File: config.mk
export PLATFORM = sky130hd
export DESIGN_NAME = fifo_wr_arb
export DESIGN_NICKNAME = d
export VERILOG_FILES = /design/src/rtl/fifo_wr_arb.sv
export SDC_FILE = /design/constraint.sdc
export NUM_CORES = 1
export LEC_CHECK = 0
export ABC_CLOCK_PERIOD_IN_PS = 1640
export CORE_ASPECT_RATIO = 1.5
export CORE_MARGIN = 2
export CORE_UTILIZATION = 35
export DETAILED_ROUTE_END_ITERATION = 10
export PLACE_DENSITY = 0.87
export SLEW_MARGIN = 20
export SYNTH_ARGS = -nofsm -noshare
export SYNTH_HDL_FRONTEND = slang
export SYNTH_SLANG_ARGS = --single-unit
File: constraint.sdc
create_clock -name clk -period 1.64 [get_ports clk]
set_clock_uncertainty 0.15 [all_clocks]
set_input_delay 0.328 -clock clk [delete_from_list [all_inputs] [get_ports clk]]
set_output_delay 0.328 -clock clk [all_outputs]
set_load 0.01 [all_outputs]
File: src/rtl/fifo_wr_arb.sv
// Round-robin write arbiter: grants one of NUM_REQ requesters bursts of up to MAX_BURST beats into a FIFO.
// Optional per-requester beat and stall statistics are enabled with the macro FIFO_ARB_STATS_EN.
module fifo_wr_arb #(
    parameter int NUM_REQ   = 4,
    parameter int DATA_W    = 8,
    parameter int MAX_BURST = 4
) (
    input  logic                      clk,
    input  logic                      rstn,
    input  logic [NUM_REQ-1:0]        req_valid,
    input  logic [NUM_REQ*DATA_W-1:0] req_data,
    output logic [NUM_REQ-1:0]        req_ready,
    input  logic                      fifo_full,
    output logic                      fifo_wr_en,
    output logic [DATA_W-1:0]         fifo_wr_data,
    output logic [NUM_REQ-1:0]        grant,
    output logic                      arb_busy
`ifdef FIFO_ARB_STATS_EN
    ,
    output logic [NUM_REQ*16-1:0]     beat_cnt,
    output logic [15:0]               stall_cnt
`endif
);

    localparam int IDX_W = $clog2(NUM_REQ);
    localparam int CNT_W = $clog2(MAX_BURST + 1);

    typedef enum logic [0:0] {
        ST_IDLE  = 1'b0,
        ST_GRANT = 1'b1
    } state_t;

    state_t             state_r;
    logic [NUM_REQ-1:0] grant_r;
    logic [IDX_W-1:0]   gidx_r;
    logic [IDX_W-1:0]   rr_ptr_r;
    logic [CNT_W-1:0]   burst_r;
    logic               busy_r;

    logic               g_valid_s;
    logic               beat_s;
    logic               last_beat_s;
    logic               release_s;
    logic [IDX_W:0]     pick_s;
    logic [NUM_REQ-1:0] pick_oh_s;
    logic [IDX_W-1:0]   nxt_ptr_s;
    logic [DATA_W-1:0]  data_arr_s [NUM_REQ];

    // First valid requester at or above ptr, wrapping; MSB of the result flags that one was found.
    function automatic logic [IDX_W:0] rr_pick(input logic [NUM_REQ-1:0] v,
                                               input logic [IDX_W-1:0]   ptr);
        logic             found;
        logic [IDX_W-1:0] sel;
        int               cand;
        found = 1'b0;
        sel   = '0;
        for (int i = 0; i < NUM_REQ; i++) begin
            cand = int'(ptr) + i;
            if (cand >= NUM_REQ) begin
                cand = cand - NUM_REQ;
            end else begin
                cand = cand;
            end
            if (!found && v[IDX_W'(cand)]) begin
                found = 1'b1;
                sel   = IDX_W'(cand);
            end else begin
                found = found;
            end
        end
        return {found, sel};
    endfunction

    // Beat qualification, write-side datapath and next-grant selection.
    always_comb begin
        for (int k = 0; k < NUM_REQ; k++) begin
            data_arr_s[k] = req_data[k*DATA_W +: DATA_W];
        end
        g_valid_s   = req_valid[gidx_r];
        beat_s      = (state_r == ST_GRANT) && g_valid_s && !fifo_full;
        last_beat_s = beat_s && (burst_r == CNT_W'(MAX_BURST - 1));
        release_s   = (state_r == ST_GRANT) && (last_beat_s || !g_valid_s);
        pick_s      = rr_pick(req_valid, rr_ptr_r);
        pick_oh_s   = '0;
        pick_oh_s[pick_s[IDX_W-1:0]] = 1'b1;
        nxt_ptr_s   = (gidx_r == IDX_W'(NUM_REQ - 1)) ? '0 : gidx_r + IDX_W'(1);
        req_ready   = '0;
        if (beat_s) begin
            fifo_wr_en           = 1'b1;
            fifo_wr_data         = data_arr_s[gidx_r];
            req_ready[gidx_r]    = 1'b1;
        end else begin
            fifo_wr_en           = 1'b0;
            fifo_wr_data         = '0;
        end
    end

    // Arbitration FSM: IDLE picks the next requester, GRANT runs the burst until release.
    always_ff @(posedge clk or negedge rstn) begin
        if (!rstn) begin
            state_r  <= ST_IDLE;
            grant_r  <= '0;
            gidx_r   <= '0;
            rr_ptr_r <= '0;
            burst_r  <= '0;
            busy_r   <= 1'b0;
        end else begin
            case (state_r)
                ST_IDLE: begin
                    if (pick_s[IDX_W]) begin
                        state_r <= ST_GRANT;
                        gidx_r  <= pick_s[IDX_W-1:0];
                        grant_r <= pick_oh_s;
                        burst_r <= '0;
                        busy_r  <= 1'b1;
                    end else begin
                        grant_r <= '0;
                        busy_r  <= 1'b0;
                    end
                end
                ST_GRANT: begin
                    if (release_s) begin
                        state_r  <= ST_IDLE;
                        grant_r  <= '0;
                        busy_r   <= 1'b0;
                        burst_r  <= '0;
                        rr_ptr_r <= nxt_ptr_s;
                    end else if (beat_s) begin
                        burst_r <= burst_r + CNT_W'(1);
                    end else begin
                        burst_r <= burst_r;
                    end
                end
                default: begin
                    state_r <= ST_IDLE;
                    grant_r <= '0;
                    busy_r  <= 1'b0;
                end
            endcase
        end
    end

    assign grant    = grant_r;
    assign arb_busy = busy_r;

`ifdef FIFO_ARB_STATS_EN
    logic [15:0] beat_cnt_r [NUM_REQ];
    logic [15:0] stall_cnt_r;

    // Saturating per-requester beat counters and FIFO-full stall counter.
    always_ff @(posedge clk or negedge rstn) begin
        if (!rstn) begin
            for (int k = 0; k < NUM_REQ; k++) begin
                beat_cnt_r[k] <= 16'h0000;
            end
            stall_cnt_r <= 16'h0000;
        end else begin
            for (int k = 0; k < NUM_REQ; k++) begin
                if (beat_s && (gidx_r == IDX_W'(k)) && (beat_cnt_r[k] != 16'hFFFF)) begin
                    beat_cnt_r[k] <= beat_cnt_r[k] + 16'h0001;
                end else begin
                    beat_cnt_r[k] <= beat_cnt_r[k];
                end
            end
            if ((state_r == ST_GRANT) && g_valid_s && fifo_full && (stall_cnt_r != 16'hFFFF)) begin
                stall_cnt_r <= stall_cnt_r + 16'h0001;
            end else begin
                stall_cnt_r <= stall_cnt_r;
            end
        end
    end

    // Flatten the counter array onto the output bus.
    always_comb begin
        beat_cnt = '0;
        for (int k = 0; k < NUM_REQ; k++) begin
            beat_cnt[k*16 +: 16] = beat_cnt_r[k];
        end
    end

    assign stall_cnt = stall_cnt_r;
`endif

endmodule

After elaboration in Yosys (flattened, before gate mapping)
Index checks and enable logic that the tools add are counted.
{"block": "word_totals", "inputBits": 39, "regBits": 13}
{"block": "classes", "n_bitwise": 2, "n_eq_ne": 5, "n_mux": 49, "n_addsub": 9, "reduce_logical": 18, "magnitude_cmp": 13}
{"op": "two-way mux 8 bit", "count": 3}
{"op": "two-way mux 1 bit", "count": 19}
{"op": "two-way mux 2 bit", "count": 9}
{"op": "binary-select mux 8 bit (select 2 bit)", "count": 1}
{"op": "less-than comparator 2 x 4 -> 1 bit, second input constant", "count": 4}
{"op": ">= comparator 3 bit, second input constant", "count": 4}
{"op": "two-way mux 4 bit", "count": 3}
{"op": "binary-select mux 1 bit (select 2 bit)", "count": 5}
{"op": "logical AND 1 bit", "count": 9}
{"op": "two-way mux 3 bit", "count": 3}
{"op": "case mux 4 bit (2 select lines)", "count": 1}
{"op": "subtractor 2 x 1 -> 2 bit, second input constant", "count": 4}
{"op": "adder 2 x 2 -> 3 bit, second input constant", "count": 2}
{"op": "less-than comparator 2 x 3 -> 1 bit, second input constant", "count": 2}
{"op": "case mux 3 bit (2 select lines)", "count": 1}
{"op": "AND reduction 2 bit", "count": 3}
{"op": "zero test 1 bit", "count": 5}
{"op": "demux 1 bit (select 2 bit)", "count": 2}
{"op": ">= comparator 2 x 1 -> 1 bit, second input constant", "count": 2}
{"op": "case mux 1 bit (2 select lines)", "count": 2}
{"op": "adder 2 x 1 -> 3 bit, second input constant", "count": 1}
{"op": "adder 3 x 1 -> 3 bit, second input constant", "count": 1}
{"op": "== test 3 x 2 -> 1 bit, second input constant", "count": 1}
{"op": ">= comparator 2 x 3 -> 1 bit, second input constant", "count": 1}
{"op": "other kinds (8)", "count": 8}

Longest topological paths before layout
Gate-level depths: netlist of run 1.
{"block": "logic_depth", "depth_word": 21, "depth_mapped": 7}

Least setup slack after synthesis of run 1
Ideal clock, no wire load.
{"block": "synth_path", "path_kind": "reg2out", "startpoint": "register gidx_r[0]", "endpoint": "output port req_ready[1]", "t_required_ns": 1.162, "setup_slack_ns": -0.242, "arrival_time_ns": 1.404, "stages_incl_launch_ff": 6, "path_cell_list": "dfrtp_1 -> mux4_2 -> nand2_1 -> nor2_1 -> buf_2 -> and2_1"}
{"block": "synth_between", "elab_chain_len": 5, "word_cells_on_any_way": 10}
{"item": "start, declared", "line_no": "35", "rtl": "logic [IDX_W-1:0] gidx_r;"}
{"item": "start signal, assigned", "line_no": "112", "rtl": "gidx_r <= pick_s[IDX_W-1:0];"}
{"item": "less-than comparator 2 x 3 -> 1 bit (implied by the code) (tied with other cells)", "line_no": "91", "rtl": "req_ready[gidx_r] = 1'b1;"}
{"item": "logical AND 1 bit (implied by the code) or two-way mux 1 bit (tied branches)", "line_no": "91, 79"}
{"item": "two-way mux 1 bit (implied by the code) or logical AND 1 bit (tied branches)", "line_no": "91, 80"}
{"item": "demux 1 bit (select 2 bit) or logical AND 1 bit (tied branches)", "line_no": "91, 80"}
{"item": "two-way mux 4 bit *", "line_no": "88", "rtl": "if (beat_s) begin"}
{"item": "end, declared", "line_no": "12", "rtl": "output logic [NUM_REQ-1:0] req_ready,"}
Mark *: on every way between the ends. The rest lies on a longest branch, timed or not. The select of a mux whose other input is x is not followed.

Final worst setup path of run 1
{"block": "layout_path", "startpoint": "register gidx_r[0]", "endpoint": "output port req_ready[3]"}
The elaborated chain is that of the path after synthesis.

==> qor.txt, run 1 <==
status - complete, but fails checks
violated checks - setup timing
area inside the core boundary - 2850 sq um
CP Class - reg2out
setup repair after global routing missed its margin - true
CTS tree - yes
Critical Path AT - 1.68 ns
number of hold-slack violations in the final timing report - 0
Area Growth Syn to Fin - 86.0%
Max FO, Critical Path - 7
startpoint class of the critical path - flop
smallest setup slack after layout - -0.518 ns
maximum clock insertion buffer count - 2
highest metal layer with signal wires - met4
post-synthesis cell count - 94
Critical path buffers and inverters - 1
total clock sinks - 13
Clock Tree Root - clkbuf_8
Synth area leader - dfrtp_1
Post-Synthesis Cell Area - 1030 sq um
number of max-cap violations - 0
post-detailed-placement half-perimeter wirelength - 2810 um
most frequent standard cell in the layout excluding fill and tap cells - clkdlybuf4s50_1
Fill cells - 216
routed wl met3 - 403 um
final setup violating endpoints - 24
area of the die - 3390 sq um
number of cells in the finished layout apart from fillers - 208
commonest cells after routing, fill and taps aside - 36 x clkdlybuf4s50_1, 17 x buf_4, 13 x dfrtp_1, 13 x buf_6, 11 x and2_4
total leakage power - 0.893 nW
total power consumption of the routed design - 2.72 mW
actual slew at the worst max-slew pin - 0.408 ns
sequential area share after synthesis - 31.7%
YS warnings - 0
number of top-level design ports - 57
CTS buffer count - 3
global-route wire length before repair - 5140 um
class of the tightest hold or removal check - in2async
Worst-path clk slew - 0.05 ns
routability congestion estimate from global placement - 0.750
required arrival time at the worst endpoint - 1.16 ns
placed cell count - 201
GR Util All Layers - 21.6%
Via Count - 1099
GRT Residual Overflow - 0
Port Buf Inserts - 56
number of rows created at floorplan - 24
DRT met1 WL - 1160 um
Slew Limit Fails - 0
level count of the clock H-tree - 1
vias in the first global route - 1176
Power per Cell Area - 1430 nW/um^2
fraction of layout cells with a size suffix above 1 - 40.8%
cell types with the largest area share after synthesis - dfrtp_1 32%, mux4_2 20%, and2_1 7.9%, ha_1 7.3%, mux2_2 3.3%
Slowest cell on crit path - mux4_2
Vias per Instance - 5.28
synth unique cells - 29
total of flip-flops plus latches after synthesis - 13
initial cell density of the core - 36.0%
Pre-Repair DR Iteration Count - 4
Post-DP Area - 1770 sq um
final cell area excluding filler cells - 1910 sq um
Max VDD drop - 0.000950 V
average routed wire per standard cell - 17.9 um
drt initial violations - 9
Die Height - 70.4 um
count of nets left with antenna violations after detail routing - 0
worst stage delay on the critical path - 0.56 ns
relative slew slack - 72.4%
x dimension of the die - 48.2 um
Yosys top cell area share - 31.7%
final routed wirelength across all metal layers - 3710 um
final critical delay including setup and external delays - 2.16 ns
post-route fraction of the period consumed by the critical path - 132%
detailed route wirelength on metal2 - 1990 um
Antenna diodes - 0
average cell area after synthesis - 10.9 sq um
quantity of hold-fixing buffers added after cts - 0
largest delay contributor family on the critical path - multiplexers
Net count, final - 215
Crit. End Element - output port
number of antenna violations at the first check in global routing - 0
Syn Nets - 139
insertion delay to the later sink of the worst-skew pair - 0.24 ns
drt drc - 0
worst path cell trace - mux4_2, nand2_4, nor2_4, and2_1, buf_2
pin count of the biggest net entering global routing - 14
upper clock frequency limit - 463 MHz
## where the power goes
part | switching [mW] | internal [mW]
sequential | 0.126 | 0.465
clock | 0.111 | 0.172
combinational | 0.806 | 1.04
## metrics by stage
stage               utilization (%)  worst slack, ns  hold WS, ns  setup TNS (ns)
finish                         67.0           -0.518        0.229           -8.28
global route                   67.0           -0.571        0.245           -9.47
CTS                            65.0           -0.529        0.229           -8.11
detailed placement             61.9            -1.13        0.310          -20.56
global placement               61.9            -1.02        0.311          -18.77
floorplan                         -           -0.194       -0.118           -2.18
## kinds of logic after synthesis
group,synth area share (%)
AND/OR/NAND/NOR,17.4
flip-flops,31.7
adder cells (fa/ha/maj),7.31
AO/OA/AOI/OAI,14.1
buffers and inverters,4.02
multiplexers,25.5
## layer usage
metal  vias up  track usage [%]
li1        500                -
met2        66             35.5
met5         -                0
met1       518             18.8
met3        15             7.24
met4         0             18.0
## area by class of cell
type                       instances  area, sq um  area share [%]
clock buffer                       4         45.0            2.36
inverter                           5         18.8           0.982
multi-input combinational         72          756            39.6
sequential                        13          325            17.0
tap                               39         48.8            2.55
timing repair buffer              75          717            37.5
## state kept, by name (all words and copies together), names as in the netlist
| signal | cells |
|---|---|
| arb_busy | 1 |
| burst_r | 3 |
| gidx_r | 2 |
| grant | 4 |
| rr_ptr_r | 2 |
| state_r | 1 |
## timing repair
action,in CTS,in global routing
setup buffers,3,1
setup endpoints to repair,26,29
cloned,0,1
pin swaps,3,7
endpoints found under the hold margin,0,0
resized for setup,73,15
## path summary, 6_finish.rpt
check | slack, ns | end | from | depth (start not counted)
worst min-delay path | 0.23 | state_r | rstn | 2
worst max register to register | -0.29 | burst_r[0] | gidx_r[0] | 4
worst min register to register | 0.34 | grant[0] | grant[0] | 2
max in group asynchronous | 0.96 | grant[0] | rstn | 2
min in group clk | 0.34 | grant[0] | grant[0] | 2
worst max-delay path | -0.52 | req_ready[3] | gidx_r[0] | 5
## worst register-to-register path, delay by kind of cell, from the launching register on
family                 cells  cell delay [ns]
multiplexers               2             0.82
AO/OA/AOI/OAI              1             0.25
flip-flops                 1             0.41
buffers and inverters      1             0.19
## Yosys cell counts
master     n
and2_1    13
dfrtp_1   13
mux4_2     9
nand2_1    8
ha_1       6
inv_1      5
nor2_1     5
o21ai_0    4
a21o_1     3
buf_2      3
mux2_2     3
nand2b_1   3
a32o_1     2
o41ai_1    2
a2111o_1   1
a21oi_1    1
a221oi_2   1
a22o_1     1
and3_1     1
buf_1      1
clkbuf_1   1
mux2_4     1
mux2i_1    1
nand3_1    1
nor2b_1    1
nor4_2     1
o211a_1    1
o211ai_1   1
o31ai_1    1
Note: power is estimated with default switching activity, not from simulation.
==> inputs of run 2 (changes only) <==
--- a/config.mk
+++ b/config.mk
@@ -5,12 +5,13 @@
 export SDC_FILE = /design/constraint.sdc
 export NUM_CORES = 1
 export LEC_CHECK = 0
-export ABC_CLOCK_PERIOD_IN_PS = 1640
+export ABC_CLOCK_PERIOD_IN_PS = 2000
+export CAP_MARGIN = 20
 export CORE_ASPECT_RATIO = 1.5
 export CORE_MARGIN = 2
-export CORE_UTILIZATION = 35
+export CORE_UTILIZATION = 38
 export DETAILED_ROUTE_END_ITERATION = 10
-export PLACE_DENSITY = 0.87
+export PLACE_DENSITY = 0.89
 export SLEW_MARGIN = 20
 export SYNTH_ARGS = -nofsm -noshare
 export SYNTH_HDL_FRONTEND = slang
==> constraint.sdc (replaced) <==
create_clock -name clk -period 2 [get_ports clk]
set_clock_uncertainty 0.15 [all_clocks]
set_input_delay 0.4 -clock clk [delete_from_list [all_inputs] [get_ports clk]]
set_output_delay 0.4 -clock clk [all_outputs]
set_load 0.01 [all_outputs]
==> run 2 against run 1 <==
Effect of this change:
- the flow still finishes with violations (setup timing)
- die area shrank 7.4%
- via count grew 1.6%
- non-clock buffer count down 1
- combinational power fell by 22%
- wire length is 1.6% lower
- critical path depth is 2 higher
- count of clock-buffer cells in the layout stayed put
- flip-flop and latch count unchanged
- register-to-register slack improved by 0.28 ns
- sequential power is 19% lower
- largest power group unchanged
- highest routed layer unchanged
==> qor.txt, run 2 (same netlist as run 1, synthesis figures left out) <==
number of antenna violations at the first check in global routing - 0
fraction of layout cells with a size suffix above 1 - 31.7%
maximum clock insertion buffer count - 2
most frequent standard cell in the layout excluding fill and tap cells - clkdlybuf4s50_1
insertion delay to the later sink of the worst-skew pair - 0.24 ns
GR Util All Layers - 23.0%
Max FO, Critical Path - 7
number of top-level design ports - 57
post-detailed-placement half-perimeter wirelength - 2870 um
relative slew slack - 62.7%
actual slew at the worst max-slew pin - 0.558 ns
commonest cells after routing, fill and taps aside - 39 x clkdlybuf4s50_1, 15 x buf_4, 13 x dfrtp_1
routability congestion estimate from global placement - 0.863
violated checks - setup timing
required arrival time at the worst endpoint - 1.45 ns
GRT Residual Overflow - 0
total negative setup slack - -4.31 ns
CTS tree - yes
worst hold path startpoint - grant[1]
endpoint with the worst hold slack - grant[1]
class of the tightest hold or removal check - reg2reg
CP Class - reg2out
post-route fraction of the period consumed by the critical path - 120%
Worst-path clk slew - 0.05 ns
initial cell density of the core - 39.2%
final routed wirelength across all metal layers - 3660 um
launch instance of the worst register-to-register path - gidx_r[0]
Worst Reg-to-Reg Cells - 5
startpoint class of the critical path - flop
Slew Limit Fails - 0
Critical Path AT - 1.85 ns
area of the die - 3140 sq um
dpl ws - -0.989 ns
Via Count - 1117
Pre-Repair DR Iteration Count - 4
Net count, final - 213
upper clock frequency limit - 416 MHz
Clock Tree Root - clkbuf_8
total power consumption of the routed design - 2.14 mW
Crit. End Element - output port
count of nets left with antenna violations after detail routing - 0
drt initial violations - 18
average routed wire per standard cell - 17.9 um
Largest register FFs - 4
final critical delay including setup and external delays - 2.40 ns
area inside the core boundary - 2620 sq um
final hold slack - 0.324 ns
end of the worst register-to-register path - rr_ptr_r[1]
status - complete, but fails checks
Power per Cell Area - 1170 nW/um^2
pin count of the biggest net entering global routing - 14
Antenna diodes - 0
quantity of hold-fixing buffers added after cts - 0
reg-to-reg setup timing slack - -0.01 ns
Cells on Worst Hold Path - 2
number of rows created at floorplan - 23
number of max-cap violations - 0
total leakage power - 0.832 nW
CTS buffer count - 3
smallest setup slack after layout - -0.401 ns
drt drc - 0
final setup violating endpoints - 15
setup repair after global routing missed its margin - true
total clock sinks - 13
level count of the clock H-tree - 1
Area Growth Syn to Fin - 78.1%
x dimension of the die - 46.5 um
Max VDD drop - 0.000861 V
global-route wire length before repair - 5000 um
Port Buf Inserts - 56
Vias per Instance - 5.48
Die Height - 67.7 um
number of hold-slack violations in the final timing report - 0
vias in the first global route - 1145
==> run 2: power by group <==
| group | switching [mW] | internal [mW] |
|---|---|---|
| logic | 0.636 | 0.802 |
| clock network | 0.0848 | 0.140 |
| registers | 0.0984 | 0.382 |
| total | 0.819 | 1.32 |
==> run 2: critical path, stage by stage (launching register included) <==
cell and delay (ns):
dfrtp_1 0.40, mux4_2 0.55, nand2_2 0.11, nor2_4 0.06
buf_6 0.14, buf_6 0.11, and2_4 0.13, buf_6 0.11
==> run 2: how the worst max path moves through the flow <==
stage,slack (ns),end,start,cells past startpoint
2_1_floorplan,0.05,req_ready[1],gidx_r[0],5
3_3_place_gp,-0.87,fifo_wr_data[7],req_valid[1],6
3_5_place_dp,-0.99,fifo_wr_data[2],req_valid[3],6
4_1_cts,-0.38,fifo_wr_data[1],gidx_r[0],4
5_1_grt,-0.44,req_ready[2],gidx_r[0],7
6_report,-0.40,req_ready[2],gidx_r[0],7
==> run 2: layout make-up <==
class                      instances  area [sq um]
fill                             163           790
multi-input combinational         71           699
timing repair buffer              74           694
sequential                        13           325
tap                               37          46.3
clock buffer                       4          45.0
inverter                           5          18.8
==> run 2: per-stage QoR <==
stage,utilization (%),area [sq um],cells
6_report,69.9,1830,204
5_1_grt,69.9,1830,204
4_1_cts,67.4,1770,202
3_5_place_dp,65.6,1720,196
3_3_place_gp,65.6,1720,196
2_1_floorplan,-,1030,94
==> run 2: per-layer routing <==
metal	track usage [%]	part of all wire (%)
met4	20.4	7.0
met3	6.42	11
met1	16.9	29
met2	43.4	53
met5	0	0
==> run 2: repair_timing <==
action	CTS	global route
setup endpoints to repair	15	13
setup buffers	2	2
pin swaps	5	4
resized for setup	49	12
==> inputs of run 3 (changes only) <==
--- a/config.mk
+++ b/config.mk
@@ -12,6 +12,7 @@
 export CORE_UTILIZATION = 38
 export DETAILED_ROUTE_END_ITERATION = 10
 export PLACE_DENSITY = 0.89
+export RECOVER_POWER = 50
 export SLEW_MARGIN = 20
 export SYNTH_ARGS = -nofsm -noshare
 export SYNTH_HDL_FRONTEND = slang
==> run 3 against run 2 <==
Effect of this change:
- the flow still finishes with violations (setup timing)
- flip-flop and latch count stayed put
- total power is essentially flat
- non-clock buffer count unchanged
- count of clock-buffer cells in the layout stayed put
- utilization stayed put
- sequential share of layout area unchanged
- maximum frequency did not move
- critical path depth stayed put
- critical endpoint unchanged
==> qor.txt, run 3 (same netlist as run 1, synthesis figures left out) <==
relative slew slack - 62.3%
number of hold-slack violations in the final timing report - 0
drt initial violations - 18
area inside the core boundary - 2620 sq um
Via Count - 1117
post-layout utilization of the core - 69.9%
fraction of layout cells with a size suffix above 1 - 31.7%
CP Class - reg2out
launch instance of the worst register-to-register path - gidx_r[0]
final hold slack - 0.324 ns
Critical Path AT - 1.85 ns
area of the die - 3140 sq um
maximum clock insertion buffer count - 2
Die Height - 67.7 um
Cells on Worst Hold Path - 2
Net count, final - 213
Max VDD drop - 0.000861 V
total clock sinks - 13
Port Buf Inserts - 56
number of top-level design ports - 57
number of max-cap violations - 0
GR Util All Layers - 23.0%
count of nets left with antenna violations after detail routing - 0
end of the worst register-to-register path - rr_ptr_r[1]
Slew Limit Fails - 0
commonest cells after routing, fill and taps aside - 38 x clkdlybuf4s50_1, 15 x buf_4, 13 x dfrtp_1
cell repeated most along the worst path - buf_6
Vias per Instance - 5.48
class of the tightest hold or removal check - reg2reg
setup repair after global routing missed its margin - true
number of rows created at floorplan - 23
routed wl met3 - 404 um
vias in the first global route - 1145
post-detailed-placement half-perimeter wirelength - 2870 um
Largest register FFs - 4
Area Growth Syn to Fin - 78.1%
level count of the clock H-tree - 1
Antenna diodes - 0
upper clock frequency limit - 416 MHz
endpoint with the worst hold slack - grant[1]
highest metal layer with signal wires - met4
status - complete, but fails checks
Clock Tree Root - clkbuf_8
x dimension of the die - 46.5 um
global-route wire length before repair - 5000 um
Max FO, Critical Path - 7
violated checks - setup timing
insertion delay to the later sink of the worst-skew pair - 0.24 ns
total leakage power - 0.832 nW
DRT met1 WL - 1060 um
post-route fraction of the period consumed by the critical path - 120%
Worst-path clk slew - 0.05 ns
final setup violating endpoints - 15
required arrival time at the worst endpoint - 1.45 ns
startpoint class of the critical path - flop
average routed wire per standard cell - 17.9 um
Pre-Repair DR Iteration Count - 4
Power per Cell Area - 1170 nW/um^2
final routed wirelength across all metal layers - 3660 um
worst hold path startpoint - grant[1]
routability congestion estimate from global placement - 0.863
actual slew at the worst max-slew pin - 0.563 ns
CTS tree - yes
GRT Residual Overflow - 0
most frequent standard cell in the layout excluding fill and tap cells - clkdlybuf4s50_1
worst stage delay on the critical path - 0.55 ns
Crit. End Element - output port
initial cell density of the core - 39.2%
number of antenna violations at the first check in global routing - 0
reg-to-reg setup timing slack - -0.01 ns
final critical delay including setup and external delays - 2.40 ns
drt drc - 0
detailed route wirelength on metal2 - 1930 um
Slowest cell on crit path - mux4_2
number of cells in the finished layout apart from fillers - 204
worst path cell trace - mux4_2, nand2_2, nor2_4, buf_6, buf_6, and2_4, buf_6
Worst Reg-to-Reg Cells - 5
placed cell count - 196
CTS buffer count - 3
pin count of the biggest net entering global routing - 14
smallest setup slack after layout - -0.401 ns
-- run 3: cell count changes in the layout (fill, tap and decap cells not counted), sizes merged --
cell / before / now
dlygate4sd3: 0 / 1
clkdlybuf4s50: 39 / 38
-- run 3: worst max path at each step --
stage	from	end
floorplan	gidx_r[0]	req_ready[1]
global placement	req_valid[1]	fifo_wr_data[7]
detailed placement	req_valid[3]	fifo_wr_data[2]
CTS	gidx_r[0]	fifo_wr_data[1]
global route	gidx_r[0]	req_ready[2]
finish	gidx_r[0]	req_ready[2]
-- run 3: final cells by class --
cell class	count	area (sq um)
Tap cell	37	46.3
Multi-Input combinational cell	71	699
Fill cell	163	790
Inverter	5	18.8
Clock buffer	4	45.0
Sequential cell	13	325
Timing Repair Buffer	74	694
-- run 3: where the power goes --
group	switching, mW	internal, mW	leakage (nW)
Sequential	0.0984	0.382	0.165
Clock	0.0848	0.140	0.0228
Combinational	0.636	0.802	0.644
-- run 3: worst max-delay path: cells and delay by family, from the launching register on --
family,cells,cell delay [ns]
buffers and inverters,3,0.36
muxes,1,0.55
and+or+nand+nor,3,0.30
DFF,1,0.40
-- run 3: routing by layer --
| metal | GRT usage, % | vias to the layer above |
|---|---|---|
| met3 | 6.42 | 19 |
| met4 | 20.4 | 0 |
| met5 | 0 | - |
| met2 | 43.4 | 78 |
| li1 | - | 495 |
| met1 | 16.9 | 525 |
-- run 3: repair_timing --
item	CTS	global route
pin swaps	5	4
buffers inserted	2	2
gates resized for setup	49	12
hold buffers	0	0
setup endpoints to repair	15	13
-- run 3: per-stage QoR --
stage / worst slack (ns) / setup TNS (ns) / power, mW / instance area (sq um)
after floorplan: 0.0457 / 0 / 1.22 / 1030
after detailed placement: -0.989 / -14.97 / 1.81 / 1720
after global placement: -0.866 / -12.84 / 1.73 / 1720
after CTS: -0.384 / -4.15 / 2.07 / 1770
after global routing: -0.438 / -5.04 / 2.28 / 1830
final: -0.401 / -4.31 / 2.14 / 1830
